### src/rtl/alu_seq.sv
// Registered NZVC ALU with carry-chained ADC and shift-add MUL; 1-cycle latency, WIDTH+1 for MUL.
// Valid/ready in, valid/ready out; in_ready only in IDLE, results held until out_ready drains them.
module alu_seq #(
   parameter int WIDTH = 8
) (
   input  logic             clk,
   input  logic             rst_n,
   input  logic             in_valid,
   output logic             in_ready,
   input  logic [WIDTH-1:0] A,
   input  logic [WIDTH-1:0] B,
   input  logic [2:0]       Sel,
   output logic             out_valid,
   input  logic             out_ready,
   output logic [WIDTH-1:0] Result,
   output logic [3:0]       NZVC,
   output logic             busy
);

   localparam int CW = $clog2(WIDTH);

   localparam logic [2:0] OP_AND = 3'b000;
   localparam logic [2:0] OP_OR  = 3'b001;
   localparam logic [2:0] OP_XOR = 3'b010;
   localparam logic [2:0] OP_NOT = 3'b011;
   localparam logic [2:0] OP_ADD = 3'b100;
   localparam logic [2:0] OP_SUB = 3'b101;
   localparam logic [2:0] OP_ADC = 3'b110;
   localparam logic [2:0] OP_MUL = 3'b111;

   typedef enum logic [1:0] {
      IDLE = 2'd0,
      MUL  = 2'd1,
      DONE = 2'd2
   } state_t;

   state_t               state;
   logic [2*WIDTH-1:0]   mcand;
   logic [WIDTH-1:0]     mplier;
   logic [2*WIDTH-1:0]   acc;
   logic [CW-1:0]        count;

   logic [WIDTH-1:0]     b_op;
   logic                 cin;
   logic [WIDTH:0]       sum;
   logic [WIDTH-1:0]     alu_res;
   logic                 alu_v;
   logic                 alu_c;

   logic [2*WIDTH-1:0]   acc_step;
   logic                 last_step;
   logic [WIDTH-1:0]     mul_res;
   logic                 mul_hi;

   assign in_ready = (state == IDLE);

   // SUB is A + ~B + 1 so the same adder gives carry = "no borrow".
   always_comb begin
      b_op = B;
      cin  = 1'b0;
      case (Sel)
         OP_SUB: begin
            b_op = ~B;
            cin  = 1'b1;
         end
         OP_ADC:  cin = NZVC[0];
         default: ;
      endcase
      sum = {1'b0, A} + {1'b0, b_op} + {{WIDTH{1'b0}}, cin};
   end

   always_comb begin
      alu_res = '0;
      alu_v   = 1'b0;
      alu_c   = 1'b0;
      case (Sel)
         OP_AND: alu_res = A & B;
         OP_OR:  alu_res = A | B;
         OP_XOR: alu_res = A ^ B;
         OP_NOT: alu_res = ~A;
         OP_ADD, OP_SUB, OP_ADC: begin
            alu_res = sum[WIDTH-1:0];
            alu_c   = sum[WIDTH];
            alu_v   = (A[WIDTH-1] == b_op[WIDTH-1]) && (sum[WIDTH-1] != A[WIDTH-1]);
         end
         default: ;
      endcase
   end

   always_comb begin
      acc_step  = mplier[0] ? (acc + mcand) : acc;
      last_step = (count == CW'(WIDTH - 1));
      mul_res   = acc_step[WIDTH-1:0];
      mul_hi    = |acc_step[2*WIDTH-1:WIDTH];
   end

   always_ff @(posedge clk or negedge rst_n) begin
      if (!rst_n) begin
         state     <= IDLE;
         Result    <= '0;
         NZVC      <= 4'b0000;
         out_valid <= 1'b0;
         busy      <= 1'b0;
         mcand     <= '0;
         mplier    <= '0;
         acc       <= '0;
         count     <= '0;
      end else begin
         case (state)
            IDLE: begin
               if (in_valid) begin
                  if (Sel == OP_MUL) begin
                     mcand  <= {{WIDTH{1'b0}}, A};
                     mplier <= B;
                     acc    <= '0;
                     count  <= '0;
                     busy   <= 1'b1;
                     state  <= MUL;
                  end else begin
                     Result    <= alu_res;
                     NZVC      <= {alu_res[WIDTH-1], (alu_res == '0), alu_v, alu_c};
                     out_valid <= 1'b1;
                     state     <= DONE;
                  end
               end
            end
            MUL: begin
               acc    <= acc_step;
               mcand  <= mcand << 1;
               mplier <= mplier >> 1;
               count  <= count + 1'b1;
               if (last_step) begin
                  Result    <= mul_res;
                  NZVC      <= {mul_res[WIDTH-1], (mul_res == '0), mul_hi, mul_hi};
                  busy      <= 1'b0;
                  out_valid <= 1'b1;
                  state     <= DONE;
               end
            end
            DONE: begin
               if (out_ready) begin
                  out_valid <= 1'b0;
                  state     <= IDLE;
               end
            end
            default: state <= IDLE;
         endcase
      end
   end

endmodule

### config.mk
export PLATFORM = sky130hd
export DESIGN_NAME = alu_seq
export DESIGN_NICKNAME = d
export VERILOG_FILES = /design/src/rtl/alu_seq.sv
export SDC_FILE = /design/constraint.sdc
export NUM_CORES = 1
export LEC_CHECK = 0
export CAP_MARGIN = 20
export CORE_ASPECT_RATIO = 0.7
export CORE_MARGIN = 3
export CORE_UTILIZATION = 30
export DETAILED_ROUTE_END_ITERATION = 10
export DONT_BUFFER_PORTS = 1
export GPL_TIMING_DRIVEN = 0
export SLEW_MARGIN = 20
export SYNTH_ARGS = -nofsm -noshare
export SYNTH_HDL_FRONTEND = slang
export SYNTH_SLANG_ARGS = --single-unit
### constraint.sdc
create_clock -name clk -period 5.7 [get_ports clk]
set_input_delay 1.14 -clock clk [delete_from_list [all_inputs] [get_ports clk]]
set_output_delay 1.14 -clock clk [all_outputs]
set_load 0.005 [all_outputs]
# --- After elaboration in Yosys (flattened, before gate mapping) ---
# Cells that the tools add are included.
classes:
  add_sub_neg: 4
  eq_ne: 17
  mux: 40
  n_bitwise: 5
  reduce_logical: 14
op_table:
  columns: ["op", "n"]
  rows:
  - ["2-to-1 mux 16 bit", 5]
  - ["case mux 16 bit (2 select lines)", 2]
  - ["2-to-1 mux 8 bit", 6]
  - ["case mux 8 bit (5 select lines)", 1]
  - ["case mux 8 bit (2 select lines)", 2]
  - ["adder 16 bit", 1]
  - ["zero test 8 bit", 2]
  - ["inverter 8 bit", 2]
  - ["equality test 3 bit (second input constant)", 5]
  - ["2-to-1 mux 4 bit", 3]
  - ["adder 8 x 8 -> 9 bit", 1]
  - ["adder 9 x 1 -> 9 bit", 1]
  - ["2-to-1 mux 1 bit", 9]
  - ["AND 8 bit", 1]
  - ["2-to-1 mux 2 bit", 4]
  - ["inequality test 2 bit (second input constant)", 4]
  - ["OR 8 bit", 1]
  - ["case mux 4 bit (2 select lines)", 1]
  - ["AND reduction 4 bit", 2]
  - ["OR reduction 8 bit", 1]
  - ["bitwise XOR 8 bit", 1]
  - ["equality test 3 x 2 -> 1 bit (second input constant)", 2]
  - ["2-to-1 mux 3 bit", 2]
  - ["case mux 2 bit (3 select lines)", 1]
  - ["18 further kinds", 20]
word_totals:
  register_bits: 59
  out_inout_bits: 15

# --- Longest topological paths before layout ---
# Gate-level depths: netlist of run 1.
depth:
  ltp_word: 10
  ltp_mapped: 16
  depth_no_buf: 13

# --- Worst setup path after synthesis of run 1 ---
# OpenSTA, ideal clock, no wires.
synth_path:
  path_type: "input -> register"
  start: "in Sel[1]"
  end: "reg NZVC[2]"
  arrival_ns: 4.561
  setup_slack_ns: 1.070
  stages: 16
  path_cell_list: "buf_2 > clkbuf_1 > nand2b_1 > or2_2 > buf_1 > xnor2_1 > fa_1 > fa_1 > a21o_1 > a21oi_1 > xnor2_1 > o22ai_1 > nor3_1 > nand3_1 > or4_1 > nand3_1"
synth_between:
  elab_chain_len: 9
synth_lines:
  columns: ["element", "line_no", "rtl"]
  rows:
  - ["start, declared", "12", "input logic [2:0] Sel,"]
  - ["equality test 3 bit", "61, 76", null]
  - ["2-to-1 mux 8 bit", "61", "case (Sel)"]
  - ["adder 8 x 8 -> 9 bit", "69", "sum = {1'b0, A} + {1'b0, b_op} + {{WIDTH{1'b0}}, cin};"]
  - ["adder 9 x 1 -> 9 bit", "69", null]
  - ["case mux 8 bit (5 select lines)", "76", "case (Sel)"]
  - ["zero test 8 bit", "121", "NZVC <= {alu_res[WIDTH-1], (alu_res == '0), alu_v, alu_c};"]
  - ["2-to-1 mux 4 bit", "112", "if (Sel == OP_MUL) begin"]
  - ["2-to-1 mux 4 bit", "111", "if (in_valid) begin"]
  - ["case mux 4 bit (2 select lines)", "109", "case (state)"]
  - ["end signal, assigned", "121", null]
  - ["end signal, assigned", "134", "NZVC <= {mul_res[WIDTH-1], (mul_res == '0), mul_hi, mul_hi};"]
  - ["end, declared", "16", "output logic [3:0] NZVC,"]
# Parallel ways exist; a longest one is shown, timed or not. The select of a mux whose other input is x is not followed.
# A chain may end at the register's enable or synchronous reset.

# --- Final worst setup path of run 1 ---
# Same ends and word-level chain as after synthesis.

==> results of run 1 <==
[cell families after synthesis]
kind of cell	synth area share (%)
fa+ha+maj	12.6
buf+inv	5.98
mux	3.62
flops	32.5
simple gates	14.4
compound gates	25.4
xor+xnor	5.50
[cells in the mapped netlist (10+ instances only)]
cell / count / area share (%)
inv_1: 29 / 2.4
nand2_1: 69 / 5.8
nor2_1: 31 / 2.6
dfrtp_1: 58 / 33
clkbuf_1: 17 / 1.4
o21ai_0: 50 / 5.6
a21oi_1: 35 / 3.9
nand3_1: 10 / 1.1
xnor2_1: 22 / 4.3
a22o_1: 12 / 2.4
ha_1: 40 / 11
o31a_1: 13 / 2.6
a21o_1: 14 / 2.4
[final timing paths]
path                                          to
min in group asynchronous  mplier[4]$_DFFE_PN0P_
max reg2reg                  NZVC[2]$_DFFE_PN0P_
max                          NZVC[2]$_DFFE_PN0P_
min reg2reg                mplier[5]$_DFFE_PN0P_
max in group asynchronous    acc[10]$_DFFE_PN0P_
min                        mplier[5]$_DFFE_PN0P_
[final cells by class]
class	instances	area (µm²)
multi-input combinational	392	2740
fill	1479	9210
tap	190	238
inverter	31	116
clock buffer	9	225
buffer	27	150
sequential	58	1450
clock inverter	7	101
[metrics by stage]
stage | worst slack [ns] | power [mW] | hold WS, ns
5_1_grt | 0.321 | 2.33 | 0.486
3_5_place_dp | 0.339 | 1.57 | 0.477
6_report | 0.617 | 2.17 | 0.484
3_3_place_gp | 0.361 | 1.55 | 0.466
2_1_floorplan | 1.07 | 1.34 | 0.450
4_1_cts | 0.677 | 2.17 | 0.489
[critical path, cell delays in order]
cell and delay (ns):
buf_2 0.20, clkbuf_1 0.39, nand2b_1 0.19, or2_2 0.12, buf_1 0.47, xnor2_1 0.18
fa_1 0.47, fa_1 0.42, a21o_1 0.18, a21oi_1 0.23, o21bai_1 0.09, a21oi_1 0.41
xor2_1 0.20, o22ai_1 0.12, or4_1 0.44, nand3_1 0.10
[state kept, by name (all words and copies together), names as in the netlist]
register	flops
state	2
count	3
busy	1
Result	8
mcand	16
mplier	8
NZVC	3
acc	16
out_valid	1
[power by group through the flow]
stage / clock network [mW] / logic, mW / registers [mW]
floorplan: 0 / 0.677 / 0.658
global placement: 0 / 0.840 / 0.708
detailed placement: 0 / 0.860 / 0.710
CTS: 0.599 / 0.864 / 0.704
global route: 0.620 / 0.982 / 0.728
finish: 0.591 / 0.875 / 0.705
[metal layers]
layer	wire length [µm]	up-vias	share of wire [%]
li1	-	1847	-
met1	6410	1903	51
met2	4890	144	39
met3	1190	12	9.4
met4	153	0	1.2
met5	0	-	0
==> results_dict.tcl, run 1 <==
set metrics [dict create \
    run_status "completed" \
    post-route-period-util_pct 89.2 \
    grt_util_met1_pct 25.1 \
    synth-seq-area-share_pct 32.5 \
    setup_violations 0 \
    synth-async-reset-ratio_pct 100 \
    area_growth_pct 12.7 \
    grt_pass1_wl_um 20300 \
    vias_per_cell 5.47 \
    ys_ff_latch 58 \
    die_w_um 152 \
    setup.worst_path.start "Sel[1]" \
    drtAntennaViolNets 0 \
    final_area_mm2 0.00502 \
    holdPathStages 2 \
    min_period_ns 5.08 \
    die_area_mm2 0.0164 \
    postCtsSetupBuffers 0 \
    clock.fmax_mhz 197 \
    rows 36 \
    finish.net_count 585 \
    grt_pass1_vias 3710 \
    num_io_pins 38 \
    cts_tree "yes" \
    maxCapViolCount 0 \
    tns_ns 0 \
    vias 3906 \
    grt_max_degree 59 \
    route.detailed.drc 0 \
    swShare_pct 39.7 \
    root_buffer "clkbuf_16" \
    met2_usage_pct 20.3 \
    cts_buffer_depth 2 \
    start_util_pct 31.3 \
    use_met3_pct 5.91 \
    synth_nets 574 \
    slew_violations 0 \
    power_leakage_nw 2.26 \
    avgRoutedWirePerCell_um 17.7 \
    finish.utilization_pct 35.3 \
    antenna_found_initial 0 \
    routed_wirelength_um 12600 \
    grt-ovfl-total 0 \
    layout_commonest_cell "nand2_1" \
    grt_usage_pct 16.1 \
    finalHoldViolCount 0 \
    synth_cell_types 60 \
    min_from "mplier[5]$_DFFE_PN0P_" \
    dpl-instance-area_mm2 0.00470 \
    cts_sinks 58 \
    synthesis.instances 508 \
    path_class "input pin to flip-flop" \
    insertion_delay_ns 0.33 \
    comb_power_share_pct 40.3 \
    ir_worst_vdd_mv 0.201 \
    cell_internal_pwr_mw 1.31 \
    cp_max_fo 10 \
    power.switching_mw 0.862 \
    diodes 0 \
    portBuffers 0 \
    place_inst 698 \
    final_cell_mix "nand2_1, dfrtp_1, o21ai_0" \
    yosys_warnings 0 \
    ys.flop_type "dfrtp_1" \
    crit_required_ns 5.97 \
    p_seq_share_pct 32.5 \
    top_usage_layer "met1" \
    syn_area_mm2 0.00446 \
    final_cells 714 \
    coreArea_mm2 0.0142 \
    grt_setup_unrepaired "no" \
    cts_resized 0 \
    critical_path.startpoint_type "input pin" \
    dieHeight_um 108 \
    hp-class "flip-flop to flip-flop" \
    clock_skew_ns 0.0108 \
    dp_hpwl_um 10000 \
    crit_path_end_kind "flip-flop" \
    worstPathArrival_ns 5.35 \
    r2r_slack_ns 2.36 \
    synth-edff-count 0 \
    post_synth.cell_area_avg_um2 8.78 \
    first_pass_iters 5 \
    drtIter0Drc 411 \
    p_clk_share_pct 27.2 \
    cts-buffers-inserted 9 \
    htreeDepth 3 \
    slew_headroom_pct 45.2 \
    clk_pin_slew_ns 0.06 \
    r2r-start "NZVC[0]$_DFFE_PN0P_" \
    drive_above_1_share_pct 8.21 \
    worst-slew-pin-transition_ns 0.819 \
    gp_congestion 0.895 \
    holdBufCountCts 0 \
    p_per_area_mw_per_mm2 432 \
    ff2ff_path_depth 12 \
]
Power figures use the tool's default switching activity.
==> inputs of run 2 (changes only) <==
Settings changed: CORE_MARGIN 3 to 1.5, SKIP_CTS_REPAIR_TIMING from default to 1.
==> run 2 against run 1 <==
Highest routed layer unchanged. Design area decreased by 0.30%. Wire length decreased by 0.12%. Global-route usage increased by 0.87 points. Worst hold slack improved by 0.0015 ns. Sequential power increased by 0.7%. Clock power decreased by 8.0%.
==> results_dict.tcl, run 2 (synthesis results as in run 1) <==
set metrics [dict create \
    run_status "completed" \
    worstPathArrival_ns 5.32 \
    r2r-start "NZVC[0]$_DFFE_PN0P_" \
    dieHeight_um 105 \
    clock_skew_ns 0.0103 \
    route.detailed.drc 0 \
    p_clk_share_pct 25.5 \
    vias 3918 \
    root_buffer "clkbuf_16" \
    crit_required_ns 5.97 \
    maxCapViolCount 0 \
    min_from "mplier[3]$_DFFE_PN0P_" \
    power.switching_mw 0.857 \
    antenna_found_initial 0 \
    die_w_um 149 \
    finalWorstSetupSlack_ns 0.647 \
    p_seq_share_pct 33.3 \
    final_area_mm2 0.00501 \
    dp_hpwl_um 10000 \
    clk_pin_slew_ns 0.06 \
    drtIter0Drc 296 \
    rows 37 \
    routed_wirelength_um 12600 \
    coreArea_mm2 0.0146 \
    grt_setup_unrepaired "no" \
    power_mw 2.13 \
    hp-class "flip-flop to flip-flop" \
    grt_usage_pct 17.0 \
    htreeDepth 3 \
    slew_violations 0 \
    drtAntennaViolNets 0 \
    dpl-instance-area_mm2 0.00470 \
    ff2ff_path_depth 12 \
    hold_end "mplier[3]$_DFFE_PN0P_" \
    drive_above_1_share_pct 8.21 \
    layout_commonest_cell "nand2_1" \
    cts-buffers-inserted 9 \
    fill_cells 1560 \
    critical_path.startpoint_type "input pin" \
    reg_top3 "acc x16, mcand x16" \
    area_growth_pct 12.3 \
    grt-ovfl-total 0 \
    die_area_mm2 0.0156 \
    diodes 0 \
    grt_pass1_wl_um 20500 \
    finish.utilization_pct 34.2 \
    final_cell_mix "nand2_1, dfrtp_1, o21ai_0" \
    grt_pass1_vias 3727 \
    finalHoldViolCount 0 \
    finish.net_count 585 \
    cell_internal_pwr_mw 1.27 \
    start_util_pct 30.5 \
    min_period_ns 5.05 \
    crit_path_end_kind "flip-flop" \
    cts_tree "yes" \
    first_pass_iters 5 \
    clock.fmax_mhz 198 \
    cts_sinks 58 \
    slew_headroom_pct 42.1 \
    p_per_area_mw_per_mm2 425 \
    gp_congestion 0.843 \
    r2r_end "NZVC[2]$_DFFE_PN0P_" \
    num_io_pins 38 \
    avgRoutedWirePerCell_um 17.6 \
    portBuffers 0 \
    power_leakage_nw 2.25 \
    grt_max_degree 59 \
    post-route-period-util_pct 88.7 \
    holdPathStages 2 \
    swShare_pct 40.2 \
    tns_ns 0 \
    dp_slack_ns 0.387 \
    worst-slew-pin-transition_ns 0.866 \
    cp_max_fo 10 \
    ir_worst_vdd_mv 0.133 \
    vias_per_cell 5.45 \
    insertion_delay_ns 0.33 \
    cts_buffer_depth 2 \
    setup_violations 0 \
    comb_power_share_pct 41.2 \
    path_class "input pin to flip-flop" \
    r2r_slack_ns 2.42 \
]
==> run 2: power groups by stage <==
stage / clock network (mW) / logic, mW / registers (mW)
final: 0.544 / 0.876 / 0.710
after global routing: 0.576 / 0.975 / 0.728
after global placement: 0 / 0.838 / 0.709
after CTS: 0.555 / 0.867 / 0.710
after detailed placement: 0 / 0.862 / 0.713
after floorplan: 0 / 0.677 / 0.658
==> run 2: critical path, stage by stage <==
cell and delay [ns]:
buf_2 0.20, clkbuf_1 0.40, nand2b_1 0.18, or2_2 0.11, buf_1 0.49, xnor2_1 0.17
fa_1 0.46, fa_1 0.41, a21o_1 0.18, a21oi_1 0.23, o21bai_1 0.10, a21oi_1 0.40
xor2_1 0.20, o22ai_1 0.13, or4_1 0.42, nand3_1 0.10
==> run 2: area by class of cell <==
type                            instances  area, µm²  share of cell area (%)
Buffer                                 27        150                    3.00
Sequential cell                        58       1450                    29.0
Inverter                               31        116                    2.32
Clock buffer                           10        239                    4.77
Multi-Input combinational cell        392       2740                    54.7
Clock inverter                          6       66.3                    1.32
Tap cell                              195        244                    4.87
==> run 2: metal layers <==
layer,track usage [%],share of wire [%],up-vias
met5,0,0,-
met4,4.24,1.0,0
met3,6.24,9.3,11
li1,-,-,1856
met1,25.6,50,1913
met2,22.2,39,138
==> run 2: worst max path at each step <==
stage	from	end	slack, ns	cells after the start
finish	Sel[1]	NZVC[2]$_DFFE_PN0P_	0.65	16
global route	Sel[1]	NZVC[2]$_DFFE_PN0P_	0.46	16
CTS	Sel[1]	NZVC[2]$_DFFE_PN0P_	0.72	16
detailed placement	Sel[1]	NZVC[2]$_DFFE_PN0P_	0.39	16
global placement	Sel[1]	NZVC[2]$_DFFE_PN0P_	0.48	16
floorplan	Sel[1]	NZVC[2]$_DFFE_PN0P_	1.07	16
==> run 2: stage by stage <==
stage / instances / hold slack [ns]
3_3_place_gp: 703 / 0.467
5_1_grt: 719 / 0.496
3_5_place_dp: 703 / 0.474
2_1_floorplan: 508 / 0.450
6_report: 719 / 0.485
4_1_cts: 719 / 0.488
==> inputs of run 3 (changes only) <==
Settings changed: MAX_ROUTING_LAYER from default to met4.
==> run 3 against run 2 <==
Critical path depth unchanged. Count of clock-buffer cells in the layout unchanged. First-iteration DRC count rose by 9.1%. Core utilization down 0.17 points. Cell count unchanged. Worst hold slack worse by 0.0037 ns. Global-route usage grew 0.65 points. Wire length shrank 1.0%. Clock skew grew 0.0012 ns. Largest cell class unchanged.
==> results_dict.tcl, run 3 (synthesis results as in run 1) <==
set metrics [dict create \
    run_status "completed" \
    p_per_area_mw_per_mm2 419 \
    hp-class "flip-flop to flip-flop" \
    grt_setup_unrepaired "no" \
    p_clk_share_pct 24.2 \
    power.switching_mw 0.860 \
    crit_required_ns 5.97 \
    dp_slack_ns 0.329 \
    ir_worst_vdd_mv 0.135 \
    worstPathArrival_ns 5.33 \
    num_io_pins 38 \
    cp_max_fo 10 \
    dieHeight_um 105 \
    tns_ns 0 \
    die_w_um 149 \
    root_buffer "clkbuf_16" \
    coreArea_mm2 0.0146 \
    power_leakage_nw 2.24 \
    finalHoldViolCount 0 \
    insertion_delay_ns 0.33 \
    final_cell_mix "nand2_1, dfrtp_1, o21ai_0" \
    route.detailed.drc 0 \
    grt_pass1_wl_um 20500 \
    gp_congestion 0.878 \
    slowest_stage "buf_1" \
    clk_pin_slew_ns 0.06 \
    r2r_slack_ns 2.41 \
    crit_chain "buf_2 > clkbuf_1 > nand2b_1 > or2_2 > buf_1 > xnor2_1 > fa_1 > fa_1 > a21o_1 > a21oi_1 > o21bai_1 > a21oi_1 > xor2_1 > o22ai_1 > or4_1 > nand3_1" \
    slew_violations 0 \
    htreeDepth 3 \
    slew_headroom_pct 43.7 \
    avgRoutedWirePerCell_um 17.4 \
    top_usage_layer "met1" \
    clock.fmax_mhz 198 \
    maxCapViolCount 0 \
    max_stage_delay_ns 0.48 \
    path_delay_family "buffers and inverters" \
    swShare_pct 41.2 \
    worst-slew-pin-transition_ns 0.841 \
    use_met3_pct 5.55 \
    antenna_found_initial 0 \
    path_class "input pin to flip-flop" \
    routed_wirelength_um 12500 \
    crit_path_end_kind "flip-flop" \
    grt-ovfl-total 0 \
    grt_usage_pct 17.6 \
    post-route-period-util_pct 88.8 \
    first_pass_iters 5 \
    regArea_mm2 0.00145 \
    grt_pass1_vias 3755 \
    dp_hpwl_um 9870 \
    cts-buffers-inserted 9 \
    p_seq_share_pct 34.0 \
    vias_per_cell 5.37 \
    drive_above_1_share_pct 8.21 \
    setup_violations 0 \
    start_util_pct 30.5 \
    final_area_mm2 0.00498 \
    dpl-instance-area_mm2 0.00470 \
    path_buf_inv 3 \
    cts_sinks 58 \
    cts_tree "yes" \
    diodes 0 \
    comb_power_share_pct 41.8 \
    cell_internal_pwr_mw 1.23 \
    drtAntennaViolNets 0 \
    critical_path.startpoint_type "input pin" \
    finalWorstSetupSlack_ns 0.640 \
    rows 37 \
    finish.utilization_pct 34.1 \
    multi_input_area_mm2 0.00274 \
    portBuffers 0 \
    finish.net_count 585 \
    grt_max_degree 59 \
    area_growth_pct 11.8 \
    grt_util_met1_pct 26.7 \
    drtIter0Drc 323 \
    met2_usage_pct 22.0 \
    power_mw 2.09 \
    cts_buffer_depth 2 \
    fill_cells 1554 \
    min_period_ns 5.06 \
    reg_top3 "acc x16, mcand x16" \
    die_area_mm2 0.0156 \
    layout_commonest_cell "nand2_1" \
    vias 3863 \
    clock_skew_ns 0.0115 \
]
[run 3: final timing paths]
| kind | cells past startpoint | start | end |
|---|---|---|---|
| setup / recovery | 16 | Sel[1] | NZVC[2]$_DFFE_PN0P_ |
| hold / removal | 2 | mplier[4]$_DFFE_PN0P_ | mplier[4]$_DFFE_PN0P_ |
| setup reg to reg | 12 | NZVC[0]$_DFFE_PN0P_ | NZVC[2]$_DFFE_PN0P_ |
| hold reg to reg | 2 | mplier[4]$_DFFE_PN0P_ | mplier[4]$_DFFE_PN0P_ |
| max in group asynchronous | 0 | rst_n | mcand[8]$_DFFE_PN0P_ |
| min in group asynchronous | 0 | rst_n | mplier[6]$_DFFE_PN0P_ |
[run 3: final cells by class]
type | count | area share, %
buffer | 27 | 3.01
clock buffer | 10 | 4.80
clock inverter | 6 | 0.829
inverter | 31 | 2.33
multi-input combinational | 392 | 55.0
sequential | 58 | 29.1
tap | 195 | 4.90
[run 3: metal layers]
layer / vias to the layer above / wire [µm]
met5: - / 0
met1: 1853 / 6470
met3: 13 / 1110
li1: 1849 / -
met2: 148 / 4780
met4: 0 / 128
[run 3: worst register-to-register path: cells and delay by family, from the launching register on]
kind | cells | cell delay [ns]
compound gates | 6 | 1.14
fa+ha+maj | 2 | 0.83
simple gates | 3 | 0.65
flops | 1 | 0.43
xor+xnor | 1 | 0.19
[run 3: metrics by stage]
| step | hold WS (ns) | cells |
|---|---|---|
| 6_report | 0.482 | 719 |
| 5_1_grt | 0.487 | 719 |
| 4_1_cts | 0.486 | 719 |
| 3_5_place_dp | 0.474 | 703 |
| 3_3_place_gp | 0.466 | 703 |
| 2_1_floorplan | 0.450 | 508 |
[run 3: power groups by stage]
stage,sequential [mW],clock [mW],combinational (mW)
2_1_floorplan,0.658,0,0.677
3_3_place_gp,0.709,0,0.838
3_5_place_dp,0.714,0,0.855
4_1_cts,0.709,0.514,0.861
5_1_grt,0.731,0.533,0.973
6_report,0.711,0.505,0.873
